### src/rtl/hsl_rgb_pipe.sv
// hsl_rgb_pipe: 5-stage HSL/HSV to RGB converter with brightness scaling.
// Ports: in_* beat + tag (valid/ready), out_r/g/b/tag (valid/ready), busy.
module hsl_rgb_pipe #(
  parameter int DW    = 8,
  parameter int TAG_W = 8
) (
  input  logic             clk,
  input  logic             rst_n,
  input  logic             in_valid,
  output logic             in_ready,
  input  logic [DW-1:0]    in_h,
  input  logic [DW-1:0]    in_s,
  input  logic [DW-1:0]    in_l,
  input  logic             in_mode,
  input  logic [DW-1:0]    in_bri,
  input  logic [TAG_W-1:0] in_tag,
  output logic             out_valid,
  input  logic             out_ready,
  output logic [DW-1:0]    out_r,
  output logic [DW-1:0]    out_g,
  output logic [DW-1:0]    out_b,
  output logic [TAG_W-1:0] out_tag,
  output logic             busy
);

  localparam logic [DW-1:0] MAX = '1;

  typedef struct packed {
    logic             v;
    logic [2:0]       sec;
    logic [DW-1:0]    f;
    logic [DW-1:0]    cb;
    logic [DW-1:0]    s;
    logic [DW-1:0]    l;
    logic             md;
    logic [DW-1:0]    bri;
    logic [TAG_W-1:0] tag;
  } s1_t;

  typedef struct packed {
    logic             v;
    logic [2:0]       sec;
    logic [DW-1:0]    f;
    logic [DW-1:0]    c;
    logic [DW-1:0]    l;
    logic             md;
    logic [DW-1:0]    bri;
    logic [TAG_W-1:0] tag;
  } s2_t;

  typedef struct packed {
    logic             v;
    logic [2:0]       sec;
    logic [DW-1:0]    c;
    logic [DW-1:0]    x;
    logic [DW-1:0]    m;
    logic [DW-1:0]    bri;
    logic [TAG_W-1:0] tag;
  } s3_t;

  typedef struct packed {
    logic             v;
    logic [DW-1:0]    r;
    logic [DW-1:0]    g;
    logic [DW-1:0]    b;
    logic [DW-1:0]    bri;
    logic [TAG_W-1:0] tag;
  } s4_t;

  typedef struct packed {
    logic             v;
    logic [DW-1:0]    r;
    logic [DW-1:0]    g;
    logic [DW-1:0]    b;
    logic [TAG_W-1:0] tag;
  } s5_t;

  s1_t s1_q, s1_d;
  s2_t s2_q, s2_d;
  s3_t s3_q, s3_d;
  s4_t s4_q, s4_d;
  s5_t s5_q, s5_d;

  logic          stall;
  logic [DW+2:0] h6;
  logic [DW:0]   l2;
  logic [DW:0]   ad;
  logic [2*DW-1:0] pc;
  logic [DW:0]   fm;
  logic [2*DW:0] px;
  logic [DW-1:0] rp, gp, bp;

  function automatic logic [DW-1:0] sat_add(
    input logic [DW-1:0] a,
    input logic [DW-1:0] b
  );
    logic [DW:0] s;
    s = {1'b0, a} + {1'b0, b};
    return s[DW] ? MAX : s[DW-1:0];
  endfunction

  // (ch*(bri+1))>>DW: bri=MAX passes ch through, bri=0 blanks it
  function automatic logic [DW-1:0] scale(
    input logic [DW-1:0] ch,
    input logic [DW-1:0] bri
  );
    logic [2*DW:0] p;
    p = (2*DW+1)'(ch) * ((2*DW+1)'(bri) + (2*DW+1)'(1));
    return DW'(p >> DW);
  endfunction

  assign stall     = s5_q.v & ~out_ready;
  assign in_ready  = ~stall;
  assign out_valid = s5_q.v;
  assign out_r     = s5_q.r;
  assign out_g     = s5_q.g;
  assign out_b     = s5_q.b;
  assign out_tag   = s5_q.tag;
  assign busy      = s1_q.v | s2_q.v | s3_q.v | s4_q.v | s5_q.v;

  always_comb begin
    s1_d = s1_q;
    s2_d = s2_q;
    s3_d = s3_q;
    s4_d = s4_q;
    s5_d = s5_q;
    rp   = '0;
    gp   = '0;
    bp   = '0;

    h6 = (DW+3)'(in_h) * (DW+3)'(6);
    l2 = {in_l, 1'b0};
    ad = (l2 >= {1'b0, MAX}) ? l2 - {1'b0, MAX}
                             : {1'b0, MAX} - l2;

    pc = (2*DW)'(s1_q.cb) * (2*DW)'(s1_q.s);

    // odd sectors fall from C, so use the complement of f (may be 2^DW)
    fm = s2_q.sec[0] ? (DW+1)'(1 << DW) - {1'b0, s2_q.f}
                     : {1'b0, s2_q.f};
    px = (2*DW+1)'(s2_q.c) * (2*DW+1)'(fm);

    case (s3_q.sec)
      3'd0:    begin rp = s3_q.c; gp = s3_q.x; end
      3'd1:    begin rp = s3_q.x; gp = s3_q.c; end
      3'd2:    begin gp = s3_q.c; bp = s3_q.x; end
      3'd3:    begin gp = s3_q.x; bp = s3_q.c; end
      3'd4:    begin rp = s3_q.x; bp = s3_q.c; end
      3'd5:    begin rp = s3_q.c; bp = s3_q.x; end
      default: ;
    endcase

    if (!stall) begin
      s1_d.v   = in_valid;
      s1_d.sec = h6[DW+2:DW];
      s1_d.f   = h6[DW-1:0];
      s1_d.cb  = in_mode ? in_l : MAX - DW'(ad);
      s1_d.s   = in_s;
      s1_d.l   = in_l;
      s1_d.md  = in_mode;
      s1_d.bri = in_bri;
      s1_d.tag = in_tag;

      s2_d.v   = s1_q.v;
      s2_d.sec = s1_q.sec;
      s2_d.f   = s1_q.f;
      s2_d.c   = DW'(pc >> DW);
      s2_d.l   = s1_q.l;
      s2_d.md  = s1_q.md;
      s2_d.bri = s1_q.bri;
      s2_d.tag = s1_q.tag;

      s3_d.v   = s2_q.v;
      s3_d.sec = s2_q.sec;
      s3_d.c   = s2_q.c;
      s3_d.x   = DW'(px >> DW);
      s3_d.m   = s2_q.md ? s2_q.l - s2_q.c
                         : s2_q.l - (s2_q.c >> 1);
      s3_d.bri = s2_q.bri;
      s3_d.tag = s2_q.tag;

      s4_d.v   = s3_q.v;
      s4_d.r   = sat_add(rp, s3_q.m);
      s4_d.g   = sat_add(gp, s3_q.m);
      s4_d.b   = sat_add(bp, s3_q.m);
      s4_d.bri = s3_q.bri;
      s4_d.tag = s3_q.tag;

      s5_d.v   = s4_q.v;
      s5_d.r   = scale(s4_q.r, s4_q.bri);
      s5_d.g   = scale(s4_q.g, s4_q.bri);
      s5_d.b   = scale(s4_q.b, s4_q.bri);
      s5_d.tag = s4_q.tag;
    end
  end

  always_ff @(posedge clk or negedge rst_n) begin
    if (!rst_n) begin
      s1_q <= '0;
      s2_q <= '0;
      s3_q <= '0;
      s4_q <= '0;
      s5_q <= '0;
    end else begin
      s1_q <= s1_d;
      s2_q <= s2_d;
      s3_q <= s3_d;
      s4_q <= s4_d;
      s5_q <= s5_d;
    end
  end

endmodule
### config.mk
export PLATFORM = sky130hd
export DESIGN_NAME = hsl_rgb_pipe
export DESIGN_NICKNAME = d
export VERILOG_FILES = /design/src/rtl/hsl_rgb_pipe.sv
export SDC_FILE = /design/constraint.sdc
export NUM_CORES = 1
export LEC_CHECK = 0
export CORE_UTILIZATION = 45
export DETAILED_ROUTE_END_ITERATION = 8
export SLEW_MARGIN = 20
export SYNTH_ARGS = -nofsm -noshare
export SYNTH_HDL_FRONTEND = slang
export SYNTH_SLANG_ARGS = --single-unit
### constraint.sdc
create_clock -name clk -period 9.1 [get_ports clk]
set_input_delay 1.365 -clock clk [delete_from_list [all_inputs] [get_ports clk]]
set_output_delay 1.365 -clock clk [all_outputs]
set_load 0.01 [all_outputs]
==> summary.md <==
| Metric | Value |
|---|---|
| Final HPWL from detailed placement | roughly 32000 um |
| Worst slew margin | a little under a third |
| First-pass GRT wire length | roughly 75000 um |
| Final Skew | ~13 ps |
| Die extent in y | 214.5 um |
| Slowest CP cell | xnor2_2 |
| Sequential fraction of the synthesis area | 26.36% |
| Top_reg_cell synth | dfrtp_1 |
| Yosys reg bits | around 210 |
| Status | finished, final reports clean |
| Largest net degree at the start of global routing | 167 |
| RSZ-0062 raised after global routing | false |
| Yosys cell types | 65 |
| All-layer global routing usage | between 10% and 20% |
| Initial DRC count | about 630 |
| Stages on worst setup path | 20 |
| CTS tree | yes |
| Highest Clock Rate | around 0.18 GHz |
| Routed Antenna Nets | 0 |
| Clock latency on the worst-skew pair | approximately 560 ps |
| Xor and xnor area share after synthesis | under 10% |
| CP required | 9510 ps |
| Vias in the first global route | 15331 |
| Compound-cell area share of the yosys netlist | under 10% |
| Top-level I/O count | 80 |
| Area Overhead vs Synth | 10.32% |
| Routed wire length | between 40000 and 50000 um |
| Clock Tree Root | clkbuf_16 |
| Setup TNS | 0 ps |
| Final period util | roughly three fifths |
| CP Class | flip-flop to flip-flop |
| Cell Area, Synth | 20320 um2 |
| CTS H-tree depth | 1 |
| # setup viols final | 0 |
| Final Instance Area | between 20000 and 25000 um2 |
| Cell Rows | between 70 and 80 |
| Clock tree buffer depth | 3 |
| Worst-path clk slew | roughly 60 ps |
| Die W | approximately 210 um |
| Delay-heaviest family, CP | adder cells |
| Max Cap Viol | 0 |
| Core footprint | between 40000 and 50000 um2 |
| Gate Count Post-Synth | between 2000 and 2500 |
| Post-synth EDFFs | 0 |
| DR WL/cell | ~15 um |
| Initial core utilization | 45.74% |
| GRT overflow | 0 |
| Synth Area in Simple Gates | around 22% |
| CP arrival | about 6000 ps |
| Avg Vias per Cell | 5.065 |
| Routability cong. | around 0.85 |
| Cells on Worst Hold Path | 2 |
| # DRC | 0 |
| Synth warn | 0 |
| CP max stage delay | 520 ps |
| Least-Margin Pin Slew | between 1000 and 1500 ps |
| CP Buf/Inv Count | 4 |
| CTS Buf Count | 26 |
| Port Buffers | 79 |
| Largest family of logic cells by synthesized area | adder cells |
| Synthesized area per cell | around 9 um2 |
| Hold buffer count at CTS | 0 |
| Final Hold Fails | 0 |
| Setup Fix Bufs, Post-CTS | 0 |
| DR vias | 14871 |
| Final nets | 2771 |
| Num Clock Sinks | about 210 |
| Min-delay worst type | flip-flop to flip-flop |
| CP cell instances | nand3_1 > nor2_1 > and3_1 > xnor2_2 > buf_4 > nor2b_1 > fa_1 > fa_1 > fa_1 > inv_1 > fa_1 > inv_1 > ha_1 > inv_1 > a2111oi_0 > a21o_1 > a41o_1 > o21ai_0 > nand4b_1 > o311ai_0 |
| Multiplexer share of the synthesized area | 1.256% |
| # resized after CTS | 0 |
| Most common cell after layout, fill and taps aside | nand2_1 |
| Adder-cell share of the synthesized area | 31.56% |
| Slew Limit Fails | 0 |
| Synthesized Nets | ~2800 |
| Most frequent CP cell | fa_1 |
| # diodes | 0 |
| DR pass1 iterations | 5 |
| Post-route minimum period | about 5600 ps |
| Initial antenna violation count | 0 |
| Most frequent cells in the layout | 539 x nand2_1, 288 x inv_1, 214 x dfrtp_1, 202 x ha_1, 194 x fa_1 |
| Worst R2R Path Depth | 20 |
| Layout cells sized above 1 | approximately 2.9% |
| Post-synth ARST share | 100.0% |
| Die area | approximately 46000 um2 |
| Critical Path Sink Type | flip-flop |
| Worst setup SP type | flip-flop |
| Cell area after placement | ~22000 um2 |
| Worst Path Max Fanout | 16 |
==> stage by stage <==
stage / hold WS, ps / std cells / setup WS (ps) / util [%]
2_1_floorplan: 438.6 / 2315 / 3927 / -
3_3_place_gp: 449.1 / 2894 / 3602 / 48.62
3_5_place_dp: 455.0 / 2894 / 3410 / 48.62
4_1_cts: 469.0 / 2936 / 3390 / 50.47
5_1_grt: 483.0 / 2936 / 2992 / 50.47
6_report: 463.6 / 2936 / 3468 / 50.47
==> final timing paths <==
check                          from        to  slack (ps)
max                        s4_q[10]  out_b[6]        3470
min                         s1_q[3]   s1_q[3]         460
max reg2reg                s4_q[10]  out_b[6]        3470
min reg2reg                 s1_q[3]   s1_q[3]         460
max in group asynchronous     rst_n  s4_q[30]        6950
min in group asynchronous     rst_n  s1_q[26]         750
==> flip-flops by register name, indices dropped and copies added (netlist names) <==
register and count:
out_valid 1, out_b 8, s2_q 44, out_tag 8
s4_q 41, s1_q 52, out_g 8, out_r 8
s3_q 44
==> metal layers <==
| layer | global-route usage [%] | vias up | part of all wire (%) |
|---|---|---|---|
| met4 | 4.119 | 0 | 1.8 |
| met5 | 0 | - | 0 |
| met2 | 34.00 | 184 | 48 |
| met3 | 2.326 | 54 | 2.7 |
| li1 | - | 7329 | - |
| met1 | 26.19 | 7304 | 47 |
==> cells by family after synthesis <==
| logic type | after synthesis |
|---|---|
| and+or+nand+nor | 943 |
| adders and majority gates | 396 |
| buffers and inverters | 394 |
| AOI/OAI and AO/OA | 259 |
| DFF | 214 |
| xor gates and xnor gates | 84 |
| muxes | 25 |
==> worst min-delay path: cells and delay by family (launching register included) <==
kind,cells,cell delay (ps)
DFF,1,340
and+or+nand+nor,2,100
==> area by class of cell <==
class	count	area, um2
Clock buffer	37	762.0
Clock inverter	5	56.30
Fill cell	4217	22000
Inverter	289	1090
Multi-Input combinational cell	1707	13500
Sequential cell	214	5355
Tap cell	592	740.7
Timing Repair Buffer	92	905.9
==> synth_stat cells (all sizes together) (4+ instances only) <==
cell type / count / area, um2
a211oi: 10 / 85.08
or3: 8 / 50.05
o21ai: 59 / 299.0
o31ai: 14 / 110.1
clkbuf: 89 / 335.3
xor2: 23 / 201.4
nand2b: 22 / 137.6
nor4: 6 / 37.54
a21boi: 6 / 48.80
dfrtp: 214 / 5355
inv: 289 / 1085
nand4b: 4 / 35.03
nor2b: 76 / 475.5
o22ai: 9 / 56.30
buf: 16 / 65.06
fa: 194 / 3884
mux2i: 24 / 244.0
nor3: 18 / 90.09
a31oi: 7 / 43.79
o21a: 9 / 67.56
and2: 168 / 1051
a21o: 15 / 112.6
nand4: 6 / 37.54
and3: 7 / 43.79
nand3: 10 / 50.05
nand3b: 4 / 30.03
o22a: 23 / 201.4
xnor2: 61 / 534.3
and4: 4 / 35.03
a21oi: 80 / 400.4
ha: 202 / 2527
nor2: 63 / 236.5
o21bai: 7 / 52.55
nand2: 539 / 2023
Power is not shown: default switching activity piles up to over one toggle a cycle in this logic, so the estimate is an artifact.
